$ cat config.mk
export PLATFORM = sky130hd
export DESIGN_NAME = led_sequencer
export DESIGN_NICKNAME = d
export VERILOG_FILES = /design/src/rtl/led_sequencer.sv
export SDC_FILE = /design/constraint.sdc
export NUM_CORES = 1
export LEC_CHECK = 0
export ABC_CLOCK_PERIOD_IN_PS = 3650
export CORE_ASPECT_RATIO = 0.5
export CORE_MARGIN = 5
export CORE_UTILIZATION = 62
export DETAILED_ROUTE_END_ITERATION = 10
export PLACE_DENSITY = 0.8
export SKIP_LAST_GASP = 1
export SLEW_MARGIN = 0
export SYNTH_ARGS = -nofsm -noshare
export SYNTH_HDL_FRONTEND = slang
export SYNTH_SLANG_ARGS = --single-unit
$ cat constraint.sdc
create_clock -name clk -period 3.65 [get_ports clk]
set_clock_uncertainty 0.05 [all_clocks]
set_input_delay 1.095 -clock clk [delete_from_list [all_inputs] [get_ports clk]]
set_output_delay 1.095 -clock clk [all_outputs]
set_load 0.05 [all_outputs]
$ cat src/rtl/led_sequencer.sv
// Multi-channel LED sequencer: each channel runs fill/drain or chase/bounce,
// one channel at a time is shown on the LEDs and driven by the buttons.
module led_sequencer #(
   parameter int                    N_LEDS         = 5,
   parameter int                    N_CHANNELS     = 2,
   parameter int                    TICK           = 50_000_000,
   parameter logic [N_CHANNELS-1:0] CH_MODE        = '0,
   parameter bit                    PAUSE_INACTIVE = 1'b1
) (
   input  logic                                                 clk,
   input  logic                                                 rst,
   input  logic                                                 en,
   input  logic                                                 btn_sel,
   input  logic                                                 btn_go,
   output logic [N_LEDS-1:0]                                    out,
   output logic [((N_CHANNELS > 1) ? $clog2(N_CHANNELS) : 1)-1:0] active_ch
);

   localparam int AW = (N_CHANNELS > 1) ? $clog2(N_CHANNELS) : 1;
   localparam int PW = $clog2(N_LEDS);
   localparam int TW = (TICK > 1) ? $clog2(TICK) : 1;

   localparam logic [AW-1:0] LAST_CH   = AW'(N_CHANNELS - 1);
   localparam logic [PW-1:0] POS_LAST  = PW'(N_LEDS - 1);
   localparam logic [TW-1:0] TICK_LAST = TW'(TICK - 1);

   localparam logic [2:0] S_IDLE  = 3'd0;
   localparam logic [2:0] S_FILL  = 3'd1;
   localparam logic [2:0] S_FULL  = 3'd2;
   localparam logic [2:0] S_DRAIN = 3'd3;
   localparam logic [2:0] S_CHASE = 3'd4;

   logic                               btn_sel_q, btn_go_q;
   logic                               arm_q;
   logic                               sel_edge, go_edge;
   logic [AW-1:0]                      active_q, active_d;
   logic [N_LEDS-1:0]                  out_q, out_d;
   logic [N_CHANNELS-1:0][2:0]         state_q, state_d;
   logic [N_CHANNELS-1:0][N_LEDS-1:0]  pat_q, pat_d;
   logic [N_CHANNELS-1:0][PW-1:0]      pos_q, pos_d;
   logic [N_CHANNELS-1:0]              dir_q, dir_d;   // 0 = up, 1 = down
   logic [N_CHANNELS-1:0][TW-1:0]      tmr_q, tmr_d;
   logic [PW-1:0]                      npos;

   always_comb begin
      // arm_q masks the first cycle after reset so a button held through reset is not an edge
      sel_edge = arm_q & btn_sel & ~btn_sel_q;
      go_edge  = arm_q & btn_go & ~btn_go_q & ~sel_edge;
      active_d = active_q;
      state_d  = state_q;
      pat_d    = pat_q;
      pos_d    = pos_q;
      dir_d    = dir_q;
      tmr_d    = tmr_q;
      npos     = '0;
      out_d    = '0;

      if (sel_edge)
         active_d = (active_q == LAST_CH) ? '0 : active_q + AW'(1);

      for (int c = 0; c < N_CHANNELS; c++) begin
         if (!PAUSE_INACTIVE || AW'(c) == active_q) begin
            case (state_q[c])
               S_IDLE: begin
                  tmr_d[c] = '0;
                  if (go_edge && AW'(c) == active_q) begin
                     state_d[c] = CH_MODE[c] ? S_CHASE : S_FILL;
                     pat_d[c]   = CH_MODE[c] ? N_LEDS'(1) : '0;
                     pos_d[c]   = '0;
                     dir_d[c]   = 1'b0;
                  end
               end
               S_FULL: begin
                  tmr_d[c] = '0;
                  if (go_edge && AW'(c) == active_q) begin
                     state_d[c] = S_DRAIN;
                     pos_d[c]   = POS_LAST;
                  end
               end
               S_FILL: begin
                  if (tmr_q[c] == TICK_LAST) begin
                     tmr_d[c]             = '0;
                     pat_d[c][pos_q[c]]   = 1'b1;
                     if (pos_q[c] == POS_LAST)
                        state_d[c] = S_FULL;
                     else
                        pos_d[c] = pos_q[c] + PW'(1);
                  end else begin
                     tmr_d[c] = tmr_q[c] + TW'(1);
                  end
               end
               S_DRAIN: begin
                  if (tmr_q[c] == TICK_LAST) begin
                     tmr_d[c]           = '0;
                     pat_d[c][pos_q[c]] = 1'b0;
                     if (pos_q[c] == '0)
                        state_d[c] = S_IDLE;
                     else
                        pos_d[c] = pos_q[c] - PW'(1);
                  end else begin
                     tmr_d[c] = tmr_q[c] + TW'(1);
                  end
               end
               S_CHASE: begin
                  if (go_edge && AW'(c) == active_q) begin
                     state_d[c] = S_IDLE;
                     pat_d[c]   = '0;
                     pos_d[c]   = '0;
                     dir_d[c]   = 1'b0;
                     tmr_d[c]   = '0;
                  end else if (tmr_q[c] == TICK_LAST) begin
                     tmr_d[c] = '0;
                     npos     = dir_q[c] ? pos_q[c] - PW'(1) : pos_q[c] + PW'(1);
                     pos_d[c] = npos;
                     pat_d[c] = N_LEDS'(1) << npos;
                     if (npos == POS_LAST)
                        dir_d[c] = 1'b1;
                     else if (npos == '0)
                        dir_d[c] = 1'b0;
                  end else begin
                     tmr_d[c] = tmr_q[c] + TW'(1);
                  end
               end
               default: begin
                  state_d[c] = S_IDLE;
                  pat_d[c]   = '0;
                  pos_d[c]   = '0;
                  dir_d[c]   = 1'b0;
                  tmr_d[c]   = '0;
               end
            endcase
         end
      end

      if (!en) begin
         active_d = '0;
         state_d  = '0;
         pat_d    = '0;
         pos_d    = '0;
         dir_d    = '0;
         tmr_d    = '0;
      end

      // Output mirrors the next pattern of the next displayed channel, so it lands with the state
      out_d = pat_d[active_d];
   end

   always_ff @(posedge clk) begin
      if (!rst) begin
         btn_sel_q <= 1'b0;
         btn_go_q  <= 1'b0;
         arm_q     <= 1'b0;
         active_q  <= '0;
         out_q     <= '0;
         state_q   <= '0;
         pat_q     <= '0;
         pos_q     <= '0;
         dir_q     <= '0;
         tmr_q     <= '0;
      end else begin
         btn_sel_q <= btn_sel;
         btn_go_q  <= btn_go;
         arm_q     <= 1'b1;
         active_q  <= active_d;
         out_q     <= out_d;
         state_q   <= state_d;
         pat_q     <= pat_d;
         pos_q     <= pos_d;
         dir_q     <= dir_d;
         tmr_q     <= tmr_d;
      end
   end

   assign out       = out_q;
   assign active_ch = active_q;

endmodule

==> flow_metrics.tcl, run 1 <==
set metrics [dict create \
    status "completed" \
    hold_end "tmr_q[13]$_SDFFE_PN0N_" \
    clock-sinks 81 \
    grt_pass1_wl_mm 15.70 \
    die_width_um 126.8 \
    routedWlPerCell_um 14.75 \
    finalNetCount 539 \
    die_h_um 68.38 \
    synth_area_um2 4227 \
    core_um2 6648 \
    finalWirelength_mm 9.115 \
    start_util 0.6358 \
    r2r-start "tmr_q[26]$_SDFFE_PN0P_" \
    grt_max_degree 33 \
    finalSetupTns_ns 0 \
    hold_class "reg2reg" \
    yosys.area.top_type_share 0.3837 \
    antenna_found_initial 0 \
    yosysWarnings 0 \
    arrival_ns 3.14 \
    maxSlewViolCount 0 \
    async_reset_ff_frac 0 \
    num_io_pins 11 \
    num_vias 3643 \
    syn_avg_cell_area_um2 8.287 \
    crit_buf_inv 0 \
    whs_path_depth 2 \
    tritoncts "built" \
    crit_path_end_kind "flip-flop" \
    synth_cell_types 60 \
    cp.required_ns 3.81 \
    dr.pass1.iters 5 \
    worstSetupPathType "reg2reg" \
    clk_latency_ns 0.33 \
    leakagePower_uw 0.001557 \
    regToRegSetupSlack_ns 0.66 \
    cts_setup_buffers 0 \
    cts_buffers 9 \
    synth_ff_type "dfxtp_1" \
    drive_gt1_frac 0.05703 \
    rows 21 \
    synth_area_leader_cell "dfxtp_1" \
    slew_headroom 0.4385 \
    synth_most_common_cell "nor2_1" \
    clkTransAtPathRegs_ns 0.06 \
    yosysSeqAreaShare 0.3837 \
    ys_top_cells_by_count "92 x nor2_1, 81 x dfxtp_1, 48 x nand2_1" \
    die_area_um2 8668 \
    drc 0 \
    grt.overflow.total 0 \
    worstHoldStart "tmr_q[13]$_SDFFE_PN0N_" \
    reg2reg_to "out[1]$_SDFF_PN0_" \
    worst_path_largest_cell_delay_ns 0.69 \
    cts-root-buf "clkbuf_16" \
    max_freq_mhz 334.7 \
    rsz0062_at_grt "no" \
    drtAntennaViolNets 0 \
    fin_crit_ns 2.988 \
    cts_hold_buf 0 \
    irDropWorstVdd_mv 0.3697 \
    syn-instance-count 510 \
    cap_violations 0 \
    path_cells "ha_1 -> or3b_1 -> or4_1 -> nor4b_1 -> a31oi_1 -> nor3_1 -> a22oi_1" \
    place.gp.congestion 0.8715 \
    tightest_slew_ns 0.8346 \
    critPathMaxFanout 4 \
    syn_to_final_growth_pct 12.02 \
    grt_use_total 0.2250 \
    grt_pass1_vias 3469 \
    synth_seq_cells 81 \
    h-tree-depth 3 \
    crit_slowest_cell "nor4b_1" \
    diodes 0 \
    ff2ff_path_depth 7 \
    power_density_nw_per_um2 398.8 \
    critPathTopFamily "simple AND/OR/NAND/NOR gates" \
    fin_crit_sh 0.8187 \
    finalPower_uw 1888 \
    cts_resized 0 \
    hold_violations 0 \
    start_kind "flip-flop" \
    syn_nets 528 \
    cts_buffer_depth 2 \
    setup_viol 0 \
    io_buffers 10 \
    synthTopCellsByArea "dfxtp_1 38%, nor2_1 8.2%, xnor2_1 5.6%" \
    drtIter0Drc 311 \
    hpwlAfterDp_mm 6.332 \
    synth_edf_count 0 \
    avgViaCountPerCell 5.895 \
]
## sequential cells by signal, summed over array words and instances (netlist names)
name	flops
state_q	4
btn_go_q	1
tmr_q	52
out	5
arm_q	1
pos_q	6
pat_q	10
btn_sel_q	1
active_ch	1
## cells in the final DEF (no fill, tap or decap), types with 13 or more instances in the layout
master   netlist  routed
nor2_1        92      92
dfxtp_1       81      81
nand2_1       48      48
xnor2_1       27      27
xor2_1        22      22
nand4_1       20      20
inv_1         18      18
a21oi_1       17      17
nor3_1        14      14
nand3_1       14      14
mux2i_1       13      13
## metrics by stage
stage | setup WS, ns | instance area (um2) | utilization | std cells | hold WS (ns)
3_3_place_gp | 0.5720 | 4425 | 0.6657 | 602 | 0.4177
4_1_cts | 0.6978 | 4735 | 0.7122 | 618 | 0.4320
5_1_grt | 0.4555 | 4735 | 0.7122 | 618 | 0.4594
2_1_floorplan | 0.9335 | 4227 | - | 510 | 0.4025
3_5_place_dp | 0.5198 | 4425 | 0.6657 | 602 | 0.4226
6_report | 0.6618 | 4735 | 0.7122 | 618 | 0.4316
## logic make-up after synthesis
| group | share of synthesized area |
|---|---|
| AO/OA/AOI/OAI | 0.09917 |
| XOR/XNOR | 0.1015 |
| adder cells (fa/ha/maj) | 0.04204 |
| flip-flops | 0.3837 |
| multiplexers | 0.03079 |
| AND/OR/NAND/NOR | 0.3123 |
| buffers and inverters | 0.03049 |
## where the power goes
| group | internal [uW] | total, uW | switching [uW] |
|---|---|---|---|
| clock | 585 | 927 | 342 |
| sequential | 889 | 892 | 3.25 |
| combinational | 24.2 | 69.4 | 45.2 |
| total | 1500 | 1890 | 390 |
## worst max path at each step
| stage | cells past startpoint | endpoint | slack [ns] | from |
|---|---|---|---|---|
| 2_1_floorplan | 7 | tmr_q[48]$_SDFFE_PN0P_ | 0.93 | active_ch$_SDFF_PN0_ |
| 3_5_place_dp | 6 | out[3]$_SDFF_PN0_ | 0.52 | rst |
| 6_report | 7 | out[1]$_SDFF_PN0_ | 0.66 | tmr_q[26]$_SDFFE_PN0P_ |
| 4_1_cts | 7 | out[1]$_SDFF_PN0_ | 0.70 | tmr_q[26]$_SDFFE_PN0P_ |
| 5_1_grt | 7 | out[1]$_SDFF_PN0_ | 0.46 | tmr_q[26]$_SDFFE_PN0P_ |
| 3_3_place_gp | 7 | out[2]$_SDFF_PN0_ | 0.57 | rst |
## tightest hold or removal path, cell delays in order (launching register included)
cell,delay [ns]
dfxtp_1,0.32
nand2_1,0.06
a21oi_1,0.05
## area by class of cell
| cell class | count | area (um2) |
|---|---|---|
| inverter | 18 | 67.56 |
| fill | 525 | 1913 |
| clock inverter | 2 | 35.03 |
| multi-input combinational | 395 | 2476 |
| clock buffer | 14 | 274.0 |
| timing repair buffer | 16 | 145.1 |
| sequential | 81 | 1622 |
| tap | 92 | 115.1 |
## layer usage
layer | share of wire | GRT usage
met3 | 0.048 | 0.05846
met4 | 0.026 | 0.1110
met1 | 0.46 | 0.2664
met2 | 0.47 | 0.3895
met5 | 0 | 0
(Power assumes the default switching activity.)
==> run 2: changes to the inputs <==
--- a/config.mk
+++ b/config.mk
@@ -5,7 +5,7 @@
 export SDC_FILE = /design/constraint.sdc
 export NUM_CORES = 1
 export LEC_CHECK = 0
-export ABC_CLOCK_PERIOD_IN_PS = 3650
+export ABC_CLOCK_PERIOD_IN_PS = 3100
 export CORE_ASPECT_RATIO = 0.5
 export CORE_MARGIN = 5
 export CORE_UTILIZATION = 62
==> constraint.sdc (replaced) <==
create_clock -name clk -period 3.1 [get_ports clk]
set_clock_uncertainty 0.05 [all_clocks]
set_input_delay 0.93 -clock clk [delete_from_list [all_inputs] [get_ports clk]]
set_output_delay 0.93 -clock clk [all_outputs]
set_load 0.05 [all_outputs]
==> flow_metrics.tcl, run 2 (synthesis gave the netlist of run 1 again) <==
set metrics [dict create \
    status "completed" \
    diodes 0 \
    grt_use_total 0.2211 \
    io_buffers 10 \
    clock-sinks 81 \
    drtIter0Drc 291 \
    start_util 0.6358 \
    maxSlewViolCount 0 \
    cts_setup_buffers 0 \
    whs_path_depth 2 \
    drive_gt1_frac 0.06780 \
    clkTransAtPathRegs_ns 0.06 \
    irDropWorstVdd_mv 0.3305 \
    leakagePower_uw 0.001577 \
    rows 21 \
    final_cell_mix "92 x nor2_1, 81 x dfxtp_1, 48 x nand2_1" \
    cap_violations 0 \
    h-tree-depth 3 \
    arrival_ns 2.87 \
    fin_crit_ns 2.685 \
    drtAntennaViolNets 0 \
    grt_pass1_vias 3403 \
    fin_crit_sh 0.8660 \
    rsz0062_at_grt "no" \
    avgViaCountPerCell 5.750 \
    grt.overflow.total 0 \
    drc 0 \
    preCtsSetupSlack_ns 0.1808 \
    cts-root-buf "clkbuf_16" \
    die_width_um 126.8 \
    start_kind "flip-flop" \
    cts_buffer_depth 2 \
    finalWirelength_mm 8.828 \
    cts_hold_buf 0 \
    syn_to_final_growth_pct 13.23 \
    ff2ff_path_depth 7 \
    layout_commonest_cell "nor2_1" \
    worstSetupPathType "reg2reg" \
    hold_violations 0 \
    largest_reg_flops 52 \
    antenna_found_initial 0 \
    crit_path_end_kind "flip-flop" \
    finalNetCount 544 \
    cts_buffers 9 \
    grt_pass1_wl_mm 15.37 \
    die_h_um 68.38 \
    core_um2 6648 \
    routedWlPerCell_um 14.17 \
    cts_resized 0 \
    max_freq_mhz 372.5 \
    regToRegSetupSlack_ns 0.42 \
    setup_viol 0 \
    finalSetupTns_ns 0 \
    critPathMaxFanout 36 \
    grt_max_degree 37 \
    clk_latency_ns 0.34 \
    tritoncts "built" \
    num_vias 3582 \
    hold_class "reg2reg" \
    dr.pass1.iters 6 \
    num_io_pins 11 \
    tightest_slew_ns 0.8186 \
    fillers 529 \
    place.gp.congestion 0.8828 \
    hpwlAfterDp_mm 6.117 \
    largest_register "tmr_q" \
    top_regs "tmr_q: 52 flops, pat_q: 10 flops, pos_q: 6 flops" \
    slew_headroom 0.4492 \
    setup_ws_ns 0.4154 \
    power_density_nw_per_um2 471.7 \
    cp.required_ns 3.28 \
    die_area_um2 8668 \
]
## run 2: critical path, cell delays in order, from the launching register on
cell,delay [ns]
dfxtp_1,0.33
buf_4,0.37
nand4_1,0.31
nor4_1,0.76
nand4_1,0.30
nor3_1,0.26
xnor2_1,0.15
nor2_1,0.05
## run 2: layout make-up
class                      count  area (um2)  share of cell area
multi-input combinational    395        2476              0.5174
sequential                    81        1622              0.3388
clock buffer                  11       232.7             0.04863
timing repair buffer          21       192.7             0.04026
tap                           92       115.1             0.02405
clock inverter                 5       80.08             0.01673
inverter                      18       67.56             0.01412
## run 2: worst paths after layout
kind	startpoint	to
max reg2reg	active_ch$_SDFF_PN0_	tmr_q[51]$_SDFFE_PN0P_
min reg2reg	tmr_q[13]$_SDFFE_PN0N_	tmr_q[13]$_SDFFE_PN0N_
min	tmr_q[13]$_SDFFE_PN0N_	tmr_q[13]$_SDFFE_PN0N_
max	active_ch$_SDFF_PN0_	tmr_q[51]$_SDFFE_PN0P_
## run 2: power breakdown
| group | internal (uW) | total, uW | switching (uW) | leakage, uW |
|---|---|---|---|---|
| Clock | 704 | 1120 | 417 | 0.000146 |
| Combinational | 31.9 | 87.4 | 55.5 | 0.000778 |
| Sequential | 1050 | 1050 | 2.97 | 0.000653 |
## run 2: layer usage
layer	vias to the layer above	track usage	wire, um
li1	1809	-	-
met1	1679	0.2593	4135
met2	78	0.3921	4124
met3	16	0.06547	442
met4	0	0.08289	126
met5	-	0	0
## run 2: stage by stage
step	util	power [uW]	area [um2]	hold WS [ns]	instances
after detailed placement	0.6729	1158	4473	0.4242	607
after global routing	0.7199	2341	4786	0.4838	623
final	0.7199	2258	4786	0.4314	623
after CTS	0.7199	2279	4786	0.4348	623
after global placement	0.6729	1157	4473	0.4215	607
after floorplan	-	1127	4227	0.4025	510
==> run 3: changes to the inputs <==
--- a/config.mk
+++ b/config.mk
@@ -11,6 +11,7 @@
 export CORE_UTILIZATION = 62
 export DETAILED_ROUTE_END_ITERATION = 10
 export PLACE_DENSITY = 0.8
+export SETUP_SLACK_MARGIN = 0.15
 export SKIP_LAST_GASP = 1
 export SLEW_MARGIN = 0
 export SYNTH_ARGS = -nofsm -noshare
==> flow_metrics.tcl, run 3 (synthesis gave the netlist of run 1 again) <==
set metrics [dict create \
    fin_crit_ns 2.675 \
    power_frac_seq 0.465 \
    diodes 0 \
    fillers 527 \
    layout_commonest_cell "nor2_1" \
    num_io_pins 11 \
    dr.pass1.iters 5 \
    arrival_ns 2.90 \
    holdWs_ns 0.4314 \
    finalWirelength_mm 8.809 \
    critPathTopFamily "simple AND/OR/NAND/NOR gates" \
    grt_use_met2 0.3921 \
    path_depth 6 \
    crit_buf_inv 0 \
    seqCellArea_um2 1622 \
    maxSlewViolCount 0 \
    worstHoldStart "tmr_q[13]$_SDFFE_PN0N_" \
    cts_hold_buf 0 \
    tightest_slew_ns 0.5717 \
    num_vias 3595 \
    start_kind "flip-flop" \
    finalSetupTns_ns 0 \
    grt.overflow.total 0 \
    drtIter0Drc 306 \
    grt_pass1_wl_mm 15.37 \
    syn_to_final_growth_pct 13.38 \
    clkTransAtPathRegs_ns 0.06 \
    rsz0062_at_grt "no" \
    multiInputGateArea_um2 2482 \
    power.switching_uw 476.2 \
    r2r-start "tmr_q[8]$_SDFFE_PN0N_" \
    die_width_um 126.8 \
    rows 21 \
    routedWlPerCell_um 14.14 \
    cts-root-buf "clkbuf_16" \
    drive_gt1_frac 0.06968 \
    worst_path_largest_cell_delay_ns 0.57 \
    cts_resized 0 \
    leakagePower_uw 0.001577 \
    ff2ff_path_depth 6 \
    io_buffers 10 \
    grt_max_degree 37 \
    power_frac_clock 0.497 \
    placed_cells 607 \
    slew_headroom 0.6159 \
    finalNetCount 544 \
    grt_use_total 0.2211 \
    grt_pass1_vias 3403 \
    path_cells "or4b_4 -> nor4_4 -> a21oi_2 -> or4_4 -> or3_1 -> a21oi_1" \
    intPower_uw 1782 \
    stdcell_count 623 \
    die_h_um 68.38 \
    hpwlAfterDp_mm 6.117 \
    reg2reg_to "state_q[0]$_SDFFE_PN0P_" \
    clock-sinks 81 \
    whs_path_depth 2 \
    antenna_found_initial 0 \
    grt-busiest-layer "met2" \
    final_cell_area_um2 4792 \
    status "completed" \
    cts_setup_buffers 0 \
    swShare 0.2108 \
    critPathMaxFanout 6 \
    power_density_nw_per_um2 471.3 \
    cap_violations 0 \
    place.gp.congestion 0.8828 \
    start_util 0.6358 \
    regToRegSetupSlack_ns 0.42 \
    cts_buffers 9 \
    final_cell_mix "92 x nor2_1, 81 x dfxtp_1, 48 x nand2_1" \
    worstSetupPathType "reg2reg" \
    cp.required_ns 3.32 \
    core_um2 6648 \
    h-tree-depth 3 \
    worstSetupEndpoint "state_q[0]$_SDFFE_PN0P_" \
    placed_area_um2 4473 \
    drtAntennaViolNets 0 \
    largest_register "tmr_q" \
    cts_buffer_depth 2 \
    avgViaCountPerCell 5.770 \
    drc 0 \
    largest_reg_flops 52 \
    tritoncts "built" \
    clk_latency_ns 0.34 \
    crit_slowest_cell "or4b_4" \
    combPwrFrac 0.039 \
    die_area_um2 8668 \
    max_freq_mhz 373.8 \
    top_regs "tmr_q: 52 flops, pat_q: 10 flops, pos_q: 6 flops" \
    startpoint "tmr_q[8]$_SDFFE_PN0N_" \
    use_met1 0.2593 \
    hold_violations 0 \
    fin_crit_sh 0.8629 \
    crit_path_end_kind "flip-flop" \
    setup_viol 0 \
    use_met3 0.06547 \
    hold_class "reg2reg" \
    irDropWorstVdd_mv 0.3298 \
]
-- run 3: cell types whose count changed in the layout (fill, tap and decap cells not counted) --
cell / change
nor4_1: -1
nor4_2: +1
-- run 3: how the worst min path moves through the flow --
stage	endpoint	slack, ns
floorplan	tmr_q[13]$_SDFFE_PN0N_	0.40
global placement	tmr_q[13]$_SDFFE_PN0N_	0.42
detailed placement	tmr_q[13]$_SDFFE_PN0N_	0.42
CTS	tmr_q[13]$_SDFFE_PN0N_	0.43
global route	tmr_q[13]$_SDFFE_PN0N_	0.48
finish	tmr_q[13]$_SDFFE_PN0N_	0.43
-- run 3: power groups by stage --
| stage | Sequential [uW] | Clock (uW) | Combinational [uW] |
|---|---|---|---|
| 2_1_floorplan | 1080 | 0 | 47.5 |
| 3_3_place_gp | 1070 | 0 | 84.9 |
| 3_5_place_dp | 1070 | 0 | 86.2 |
| 4_1_cts | 1050 | 1140 | 87.0 |
| 5_1_grt | 1050 | 1200 | 94.7 |
| 6_report | 1050 | 1120 | 87.3 |
-- run 3: layout make-up --
class / instances / area share
Multi-Input combinational cell: 395 / 0.5180
Sequential cell: 81 / 0.3384
Clock inverter: 5 / 0.01671
Clock buffer: 11 / 0.04856
Tap cell: 92 / 0.02402
Timing Repair Buffer: 21 / 0.04021
Inverter: 18 / 0.01410
-- run 3: layer usage --
metal	vias to the layer above	share of wire
li1	1812	-
met1	1681	0.47
met2	80	0.47
met3	22	0.050
met4	0	0.017
met5	-	0
-- run 3: worst min-delay path: stages (launching register included) --
cell     delay, ns
dfxtp_1       0.33
nand2_1       0.06
a21oi_1       0.05
-- run 3: stage by stage --
stage / total power [uW] / util / setup slack [ns]
2_1_floorplan: 1127 / - / 0.3835
3_3_place_gp: 1157 / 0.6729 / 0.2235
3_5_place_dp: 1158 / 0.6729 / 0.1808
4_1_cts: 2279 / 0.7199 / 0.3802
5_1_grt: 2341 / 0.7209 / 0.2448
6_report: 2258 / 0.7209 / 0.4250
